==> config.mk <==
export PLATFORM = sky130hd
export DESIGN_NAME = memory_access_flat
export DESIGN_NICKNAME = d
export VERILOG_FILES = /design/src/rtl/defs.sv /design/src/rtl/memory_access_if.sv /design/src/rtl/memory_access.sv /design/src/flat_wrapper.sv
export SDC_FILE = /design/constraint.sdc
export NUM_CORES = 1
export LEC_CHECK = 0
export ABC_AREA = 0
export ABC_CLOCK_PERIOD_IN_PS = 3350
export CAP_MARGIN = 0
export CORE_ASPECT_RATIO = 1.5
export CORE_MARGIN = 5
export CORE_UTILIZATION = 35
export DETAILED_ROUTE_END_ITERATION = 12
export GPL_ROUTABILITY_DRIVEN = 1
export PLACE_DENSITY_LB_ADDON = 0.3
export RECOVER_POWER = 100
export SLEW_MARGIN = 25
export SYNTH_ARGS = -nofsm -noshare
export SYNTH_HDL_FRONTEND = slang
export SYNTH_SLANG_ARGS = --single-unit
==> constraint.sdc <==
create_clock -name clk -period 3.35 [get_ports clk]
set_input_delay 0.335 -clock clk [delete_from_list [all_inputs] [get_ports clk]]
set_output_delay 0.335 -clock clk [all_outputs]
set_load 0.02 [all_outputs]
==> src/rtl/defs.sv <==
// Shared instruction and memory-access type definitions.
// Imported by the pipeline stages and their benches.
package defs;

  typedef enum logic [2:0] {
    NOP,
    MATH,
    LOAD,
    STORE,
    ENV
  } instr_type_t;

  typedef enum logic [2:0] {
    BYTE,
    BYTE_UNSIGNED,
    HALF,
    HALF_UNSIGNED,
    WORD
  } mem_type_t;

endpackage

==> src/rtl/memory_access_if.sv <==
// Request/acknowledge data-memory port.
// master = the pipeline side, slave = the memory side.
interface memory_access_if;

  logic        mem_req;
  logic        mem_we;
  logic [31:0] mem_addr;
  logic [3:0]  mem_be;
  logic [31:0] mem_wdata;
  logic        mem_ack;
  logic [31:0] mem_rdata;

  modport master (
    output mem_req, mem_we, mem_addr,
    output mem_be, mem_wdata,
    input  mem_ack, mem_rdata
  );

  modport slave (
    input  mem_req, mem_we, mem_addr,
    input  mem_be, mem_wdata,
    output mem_ack, mem_rdata
  );

endinterface

==> src/rtl/memory_access.sv <==
// Memory-access stage: LOAD/STORE over a req/ack port, others pass in 1 cycle.
// Optional MISALIGN_TRAP_EN traps misaligned HALF/WORD accesses at accept.
module memory_access
  import defs::*;
#(
  parameter int ACK_TIMEOUT = 255
) (
  input  logic        clk,
  input  logic        rst_n,
  input  logic        in_valid,
  input  instr_type_t in_instr_type,
  input  mem_type_t   in_mem_type,
  input  logic [4:0]  in_dest,
  input  logic [31:0] in_imm,
  input  logic [31:0] in_res,
  input  logic [31:0] in_store_data,
  output logic        stall,
  memory_access_if.master mem,
  output instr_type_t out_instr_type,
  output mem_type_t   out_mem_type,
  output logic [4:0]  out_dest,
  output logic [31:0] out_imm,
  output logic [31:0] out_res,
  output logic [31:0] out_mem_rd,
`ifdef MISALIGN_TRAP_EN
  output logic        misalign_fault,
`endif
  output logic        bus_error
);

  localparam int CW = $clog2(ACK_TIMEOUT + 1);

  typedef enum logic {IDLE, WAIT} state_t;

  state_t      state_q, state_d;
  logic [CW-1:0] cnt_q, cnt_d;
  logic        req_q, req_d;
  logic        we_q, we_d;
  logic [31:0] addr_q, addr_d;
  logic [3:0]  be_q, be_d;
  logic [31:0] wdata_q, wdata_d;
  logic [1:0]  off_q, off_d;
  instr_type_t pend_q, pend_d;
  instr_type_t otype_q, otype_d;
  mem_type_t   omt_q, omt_d;
  logic [4:0]  odest_q, odest_d;
  logic [31:0] oimm_q, oimm_d;
  logic [31:0] ores_q, ores_d;
  logic [31:0] ord_q, ord_d;
  logic        berr_q, berr_d;
  logic        mis_q, mis_d;

  logic is_mem, is_byte, is_half, is_word, mis_a;

  always_comb begin
    is_mem  = (in_instr_type == LOAD) ||
              (in_instr_type == STORE);
    is_byte = (in_mem_type == BYTE) ||
              (in_mem_type == BYTE_UNSIGNED);
    is_half = (in_mem_type == HALF) ||
              (in_mem_type == HALF_UNSIGNED);
    is_word = !is_byte && !is_half;
`ifdef MISALIGN_TRAP_EN
    mis_a = (is_half && in_res[0]) ||
            (is_word && (in_res[1:0] != 2'b00));
`else
    mis_a = 1'b0;
`endif
  end

  always_comb begin
    state_d = state_q;
    cnt_d   = cnt_q;
    req_d   = req_q;
    we_d    = we_q;
    addr_d  = addr_q;
    be_d    = be_q;
    wdata_d = wdata_q;
    off_d   = off_q;
    pend_d  = pend_q;
    otype_d = NOP;
    omt_d   = omt_q;
    odest_d = odest_q;
    oimm_d  = oimm_q;
    ores_d  = ores_q;
    ord_d   = ord_q;
    berr_d  = 1'b0;
    mis_d   = 1'b0;
    unique case (state_q)
      IDLE: begin
        if (in_valid) begin
          omt_d   = in_mem_type;
          odest_d = in_dest;
          oimm_d  = in_imm;
          ores_d  = in_res;
          if (!is_mem) begin
            otype_d = in_instr_type;
            ord_d   = '0;
          end else if (mis_a) begin
            mis_d = 1'b1;
          end else begin
            pend_d  = in_instr_type;
            req_d   = 1'b1;
            we_d    = (in_instr_type == STORE);
            addr_d  = {in_res[31:2], 2'b00};
            off_d   = in_res[1:0];
            cnt_d   = '0;
            state_d = WAIT;
            be_d    = 4'b1111;
            wdata_d = '0;
            if (in_instr_type == STORE) begin
              unique case (1'b1)
                is_byte: begin
                  wdata_d = {4{in_store_data[7:0]}};
                  be_d    = 4'b0001 << in_res[1:0];
                end
                is_half: begin
                  wdata_d = {2{in_store_data[15:0]}};
                  be_d    = 4'b0011 << {in_res[1], 1'b0};
                end
                default: begin
                  wdata_d = in_store_data;
                  be_d    = 4'b1111;
                end
              endcase
            end
          end
        end
      end
      WAIT: begin
        // ack wins over a timeout landing in the same cycle
        if (mem.mem_ack) begin
          req_d   = 1'b0;
          state_d = IDLE;
          otype_d = pend_q;
          ord_d   = (pend_q == LOAD) ?
                    (mem.mem_rdata >> {off_q, 3'b000}) :
                    '0;
        end else if (cnt_q == CW'(ACK_TIMEOUT - 1)) begin
          req_d   = 1'b0;
          berr_d  = 1'b1;
          state_d = IDLE;
        end else begin
          cnt_d = cnt_q + CW'(1);
        end
      end
      default: state_d = IDLE;
    endcase
  end

  always_ff @(posedge clk or negedge rst_n) begin
    if (!rst_n) begin
      state_q <= IDLE;
      cnt_q   <= '0;
      req_q   <= 1'b0;
      we_q    <= 1'b0;
      addr_q  <= '0;
      be_q    <= '0;
      wdata_q <= '0;
      off_q   <= '0;
      pend_q  <= NOP;
      otype_q <= NOP;
      omt_q   <= BYTE;
      odest_q <= '0;
      oimm_q  <= '0;
      ores_q  <= '0;
      ord_q   <= '0;
      berr_q  <= 1'b0;
      mis_q   <= 1'b0;
    end else begin
      state_q <= state_d;
      cnt_q   <= cnt_d;
      req_q   <= req_d;
      we_q    <= we_d;
      addr_q  <= addr_d;
      be_q    <= be_d;
      wdata_q <= wdata_d;
      off_q   <= off_d;
      pend_q  <= pend_d;
      otype_q <= otype_d;
      omt_q   <= omt_d;
      odest_q <= odest_d;
      oimm_q  <= oimm_d;
      ores_q  <= ores_d;
      ord_q   <= ord_d;
      berr_q  <= berr_d;
      mis_q   <= mis_d;
    end
  end

  assign stall          = (state_q == WAIT);
  assign mem.mem_req    = req_q;
  assign mem.mem_we     = we_q;
  assign mem.mem_addr   = addr_q;
  assign mem.mem_be     = be_q;
  assign mem.mem_wdata  = wdata_q;
  assign out_instr_type = otype_q;
  assign out_mem_type   = omt_q;
  assign out_dest       = odest_q;
  assign out_imm        = oimm_q;
  assign out_res        = ores_q;
  assign out_mem_rd     = ord_q;
  assign bus_error      = berr_q;
`ifdef MISALIGN_TRAP_EN
  assign misalign_fault = mis_q;
`else
  logic unused_mis;
  assign unused_mis = mis_q;
`endif

endmodule

==> src/flat_wrapper.sv <==
// flat-port wrapper written by rule: the top's interface ports become plain ports
module memory_access_flat import defs::*;
#(
  parameter int ACK_TIMEOUT = 255
)
  (clk, rst_n, in_valid, in_instr_type, in_mem_type, in_dest, in_imm, in_res, in_store_data, stall, out_instr_type, out_mem_type, out_dest, out_imm, out_res, out_mem_rd, bus_error, mem_mem_req, mem_mem_we, mem_mem_addr, mem_mem_be, mem_mem_wdata, mem_mem_ack, mem_mem_rdata);
  memory_access_if mem_i ();
  input  logic clk;
  input  logic rst_n;
  input  logic in_valid;
  input  instr_type_t in_instr_type;
  input  mem_type_t in_mem_type;
  input  logic [4:0] in_dest;
  input  logic [31:0] in_imm;
  input  logic [31:0] in_res;
  input  logic [31:0] in_store_data;
  output logic stall;
  output instr_type_t out_instr_type;
  output mem_type_t out_mem_type;
  output logic [4:0] out_dest;
  output logic [31:0] out_imm;
  output logic [31:0] out_res;
  output logic [31:0] out_mem_rd;
  output logic bus_error;
  output wire logic [$bits(mem_i.mem_req)-1:0] mem_mem_req;
  output wire logic [$bits(mem_i.mem_we)-1:0] mem_mem_we;
  output wire logic [$bits(mem_i.mem_addr)-1:0] mem_mem_addr;
  output wire logic [$bits(mem_i.mem_be)-1:0] mem_mem_be;
  output wire logic [$bits(mem_i.mem_wdata)-1:0] mem_mem_wdata;
  input wire logic [$bits(mem_i.mem_ack)-1:0] mem_mem_ack;
  input wire logic [$bits(mem_i.mem_rdata)-1:0] mem_mem_rdata;
  assign mem_mem_req = mem_i.mem_req;
  assign mem_mem_we = mem_i.mem_we;
  assign mem_mem_addr = mem_i.mem_addr;
  assign mem_mem_be = mem_i.mem_be;
  assign mem_mem_wdata = mem_i.mem_wdata;
  assign mem_i.mem_ack = mem_mem_ack;
  assign mem_i.mem_rdata = mem_mem_rdata;
  memory_access #(.ACK_TIMEOUT(ACK_TIMEOUT)) u_core (.clk(clk), .rst_n(rst_n), .in_valid(in_valid), .in_instr_type(in_instr_type), .in_mem_type(in_mem_type), .in_dest(in_dest), .in_imm(in_imm), .in_res(in_res), .in_store_data(in_store_data), .stall(stall), .mem(mem_i), .out_instr_type(out_instr_type), .out_mem_type(out_mem_type), .out_dest(out_dest), .out_imm(out_imm), .out_res(out_res), .out_mem_rd(out_mem_rd), .bus_error(bus_error));
endmodule
==> flow_metrics.tcl <==
set metrics [dict create \
    p_per_area_nw_per_um2 554.5 \
    yosysWarnings 0 \
    p_sw_mw 2.004 \
    wl_met3_mm 1.524 \
    clock-root-buffer "clkbuf_16" \
    layout_min_cycle_time_ns 2.450 \
    path_class "reg2reg" \
    fmax_mhz 408.1 \
    avgRoutedWirePerCell_um 18.93 \
    drive_above_1_share_pct 12.49 \
    endpoint_kind "flip-flop" \
    yosysUniqueCellTypes 43 \
    synth_edf_count 0 \
    die_x_um 133.8 \
    seq_area_um2 4756 \
    highest_layer "met4" \
    ctsLongestPathBuffers 2 \
    antenna_found_initial 1 \
    wirelength_mm 23.96 \
    ys.flop_type "dfrtp_1" \
    netlist_instances 667 \
    routed_via_density 4.951 \
    drc_errors 0 \
    ctsResizeCount 0 \
    hold_viol 0 \
    skew_ns 0.006431 \
    wl_met1_mm 9.374 \
    ctsHtreeMaxLevel 4 \
    setup_slack_ns 0.8997 \
    rsz0062_at_grt "false" \
    crit_start "u_core.stall" \
    r2r_slack_ns 0.90 \
    post-route-cell-area_um2 12050 \
    crit_fanout 51 \
    initial_core_util_pct 35.28 \
    start_kind "flip-flop" \
    slew_viol_final 0 \
    power_frac_seq_pct 42.1 \
    rows 68 \
    post-route-util_pct 52.83 \
    detailed_place_hpwl_mm 17.44 \
    postCtsHoldBufs 0 \
    power_frac_comb_pct 27.4 \
    p_int_mw 4.675 \
    overflow 0 \
    firstDrtPassIters 4 \
    fill_cells 2034 \
    outcome "finished, final reports clean" \
    worst_r2r_path_depth 4 \
    cts.sinks 190 \
    grt_pass1_vias 6743 \
    yosysSeqAreaShare_pct 59.11 \
    postCtsSetupBuffers 0 \
    place_ws_ns 1.001 \
    chipHeight_um 195.7 \
    core-area_um2 22800 \
    grt_pass1_wl_mm 37.83 \
    cp.required_ns 3.61 \
    async_reset_ff_share_pct 100.0 \
    ir_drop_mv 0.4005 \
    switching_share_pct 30.01 \
    clkPwrFrac_pct 30.5 \
    routed-wl-met2_mm 12.13 \
    tightestPinTransition_ns 1.196 \
    io_buffers 319 \
    multiInputGateArea_um2 3052 \
    period_share_pct 73.14 \
    globalplace.congestion 0.8099 \
    dieArea_um2 26180 \
    grt.total_usage_pct 18.35 \
    leakage_nw 5.557 \
    synth_area_um2 8044 \
    avgSynthCellArea_um2 12.06 \
    max_stage_delay_ns 0.79 \
    path_cells "nand4bb_4 -> clkbuf_2 -> nand2_1 -> o21ai_0" \
    crit_arrival_ns 2.71 \
    cts_tree "yes" \
    vias 6268 \
    hold_class "in2async" \
    maxSlewHeadroom_pct 20.24 \
    finalSetupTns_ns 0 \
    io_pins 322 \
    cp_slowest_cell "clkbuf_2" \
    grt_max_degree 103 \
    crit-reg2reg-launch "u_core.stall" \
    clkTransAtPathRegs_ns 0.07 \
    final_nets 1118 \
    p_total_mw 6.679 \
    dr.first_iter.drc_count 281 \
    clock_latency_ns 0.42 \
    crit_path_end "u_core.mem.mem_be[2]" \
    max_cap_viol_count 0 \
    numCtsBuffers 17 \
    ys_ff_latch 190 \
    r2r-end "u_core.mem.mem_be[2]" \
    setup_viol 0 \
    syn2layout_area_growth_pct 49.74 \
    postRouteAntennaNets 0 \
    place_area_um2 11560 \
]
stage by stage:
step,cells,hold WS (ns)
floorplan,668,0.03941
global placement,1234,0.4507
detailed placement,1234,0.4555
CTS,1265,0.03390
global route,1266,0.06941
finish,1266,0.008305
flip-flops by register name, indices dropped and copies added (netlist names), 2 cells and up:
signal                 count
u_core.cnt_q               8
u_core.out_imm            32
u_core.mem.mem_be          4
u_core.off_q               2
u_core.mem.mem_addr       30
u_core.out_mem_type        3
u_core.out_mem_rd         32
u_core.mem.mem_wdata      32
u_core.pend_q              3
u_core.out_res            32
u_core.out_instr_type      3
u_core.out_dest            5
critical path: cells and delay by family (launching register included):
family                 cells  cell delay, ns
flip-flops                 1            0.50
AO/OA/AOI/OAI              1            0.10
AND/OR/NAND/NOR            2            0.86
buffers and inverters      1            0.79
cell usage after synthesis, drive strengths merged (2+ instances only):
| cell | n | area [µm²] |
|---|---|---|
| nand4 | 2 | 12.51 |
| nor2b | 11 | 68.82 |
| a21oi | 6 | 30.03 |
| nand3 | 9 | 45.04 |
| inv | 3 | 11.26 |
| mux2i | 44 | 440.4 |
| mux2 | 80 | 900.9 |
| o2bb2ai | 16 | 190.2 |
| dfrtp | 190 | 4755 |
| a41o | 2 | 20.02 |
| o211ai | 2 | 15.01 |
| nand2 | 152 | 570.6 |
| a22o | 25 | 219.0 |
| o21ai | 23 | 115.1 |
| ha | 2 | 25.02 |
| nor3 | 2 | 10.01 |
| buf | 24 | 130.1 |
| and2 | 2 | 12.51 |
| a211o | 8 | 70.07 |
| a32o | 10 | 100.1 |
| clkbuf | 21 | 78.83 |
| nor2 | 11 | 43.80 |
| nand2b | 5 | 31.28 |
| and3 | 2 | 12.51 |
| o21a | 2 | 15.01 |
cells in the final DEF, fill, tap and decap left out, drive strengths merged, types with 2 or more instances in the layout:
cell             n
o21a             2
clkinv           3
a41o             2
o2bb2ai         16
buf              8
a32o            10
clkdlybuf4s50  141
nand2b           5
nor2b           11
and3             2
a211o            8
nand4            2
conb             2
mux2            80
nor3             2
clkbuf          29
o211ai           2
o21ai           23
nor2            11
ha               2
and2             2
nand3            9
dfrtp          190
inv              3
nand2          152
a21oi            6
bufinv           3
mux2i           44
dlygate4sd3    177
a22o            25
kinds of logic after synthesis:
kind of cell    after synthesis  synth area share [%]
simple gates                204                 11.03
flops                       190                 59.11
mux                         124                 16.67
compound gates               98                 10.10
buf+inv                      48                 2.738
fa+ha+maj                     2                0.3110
other cells                   1               0.04662
layer usage:
layer,vias to the layer above,global-route usage [%]
met1,3067,21.21
met4,0,8.807
met2,197,30.98
li1,2957,-
met3,47,5.567
met5,-,0
power by group through the flow:
stage	Sequential, mW	Clock [mW]	Combinational (mW)
global route	2.87	2.17	1.96
floorplan	3.22	0	0.552
global placement	2.86	0	1.97
CTS	2.83	2.09	1.99
finish	2.81	2.03	1.83
detailed placement	2.87	0	1.98
cell type report:
type                    count  area share [%]
diodes                      1         0.02077
clock buffers              24           3.833
clock inverters             7          0.9349
inverters                   3         0.09349
multi-input cells         430           25.34
flip-flops and latches    190           39.48
well taps                 280           2.908
repair buffers            331           27.39
worst min path at each step:
stage	endpoint	slack [ns]	depth (start not counted)
floorplan	u_core.bus_error	0.04	0
global placement	u_core.mem.mem_wdata[6]	0.45	2
detailed placement	u_core.mem.mem_wdata[0]	0.46	2
CTS	u_core.mem.mem_wdata[23]	0.03	1
global route	u_core.mem.mem_wdata[16]	0.07	1
finish	u_core.mem.mem_wdata[16]	0.008	1
No activity file was read; power rests on OpenSTA's default activity.
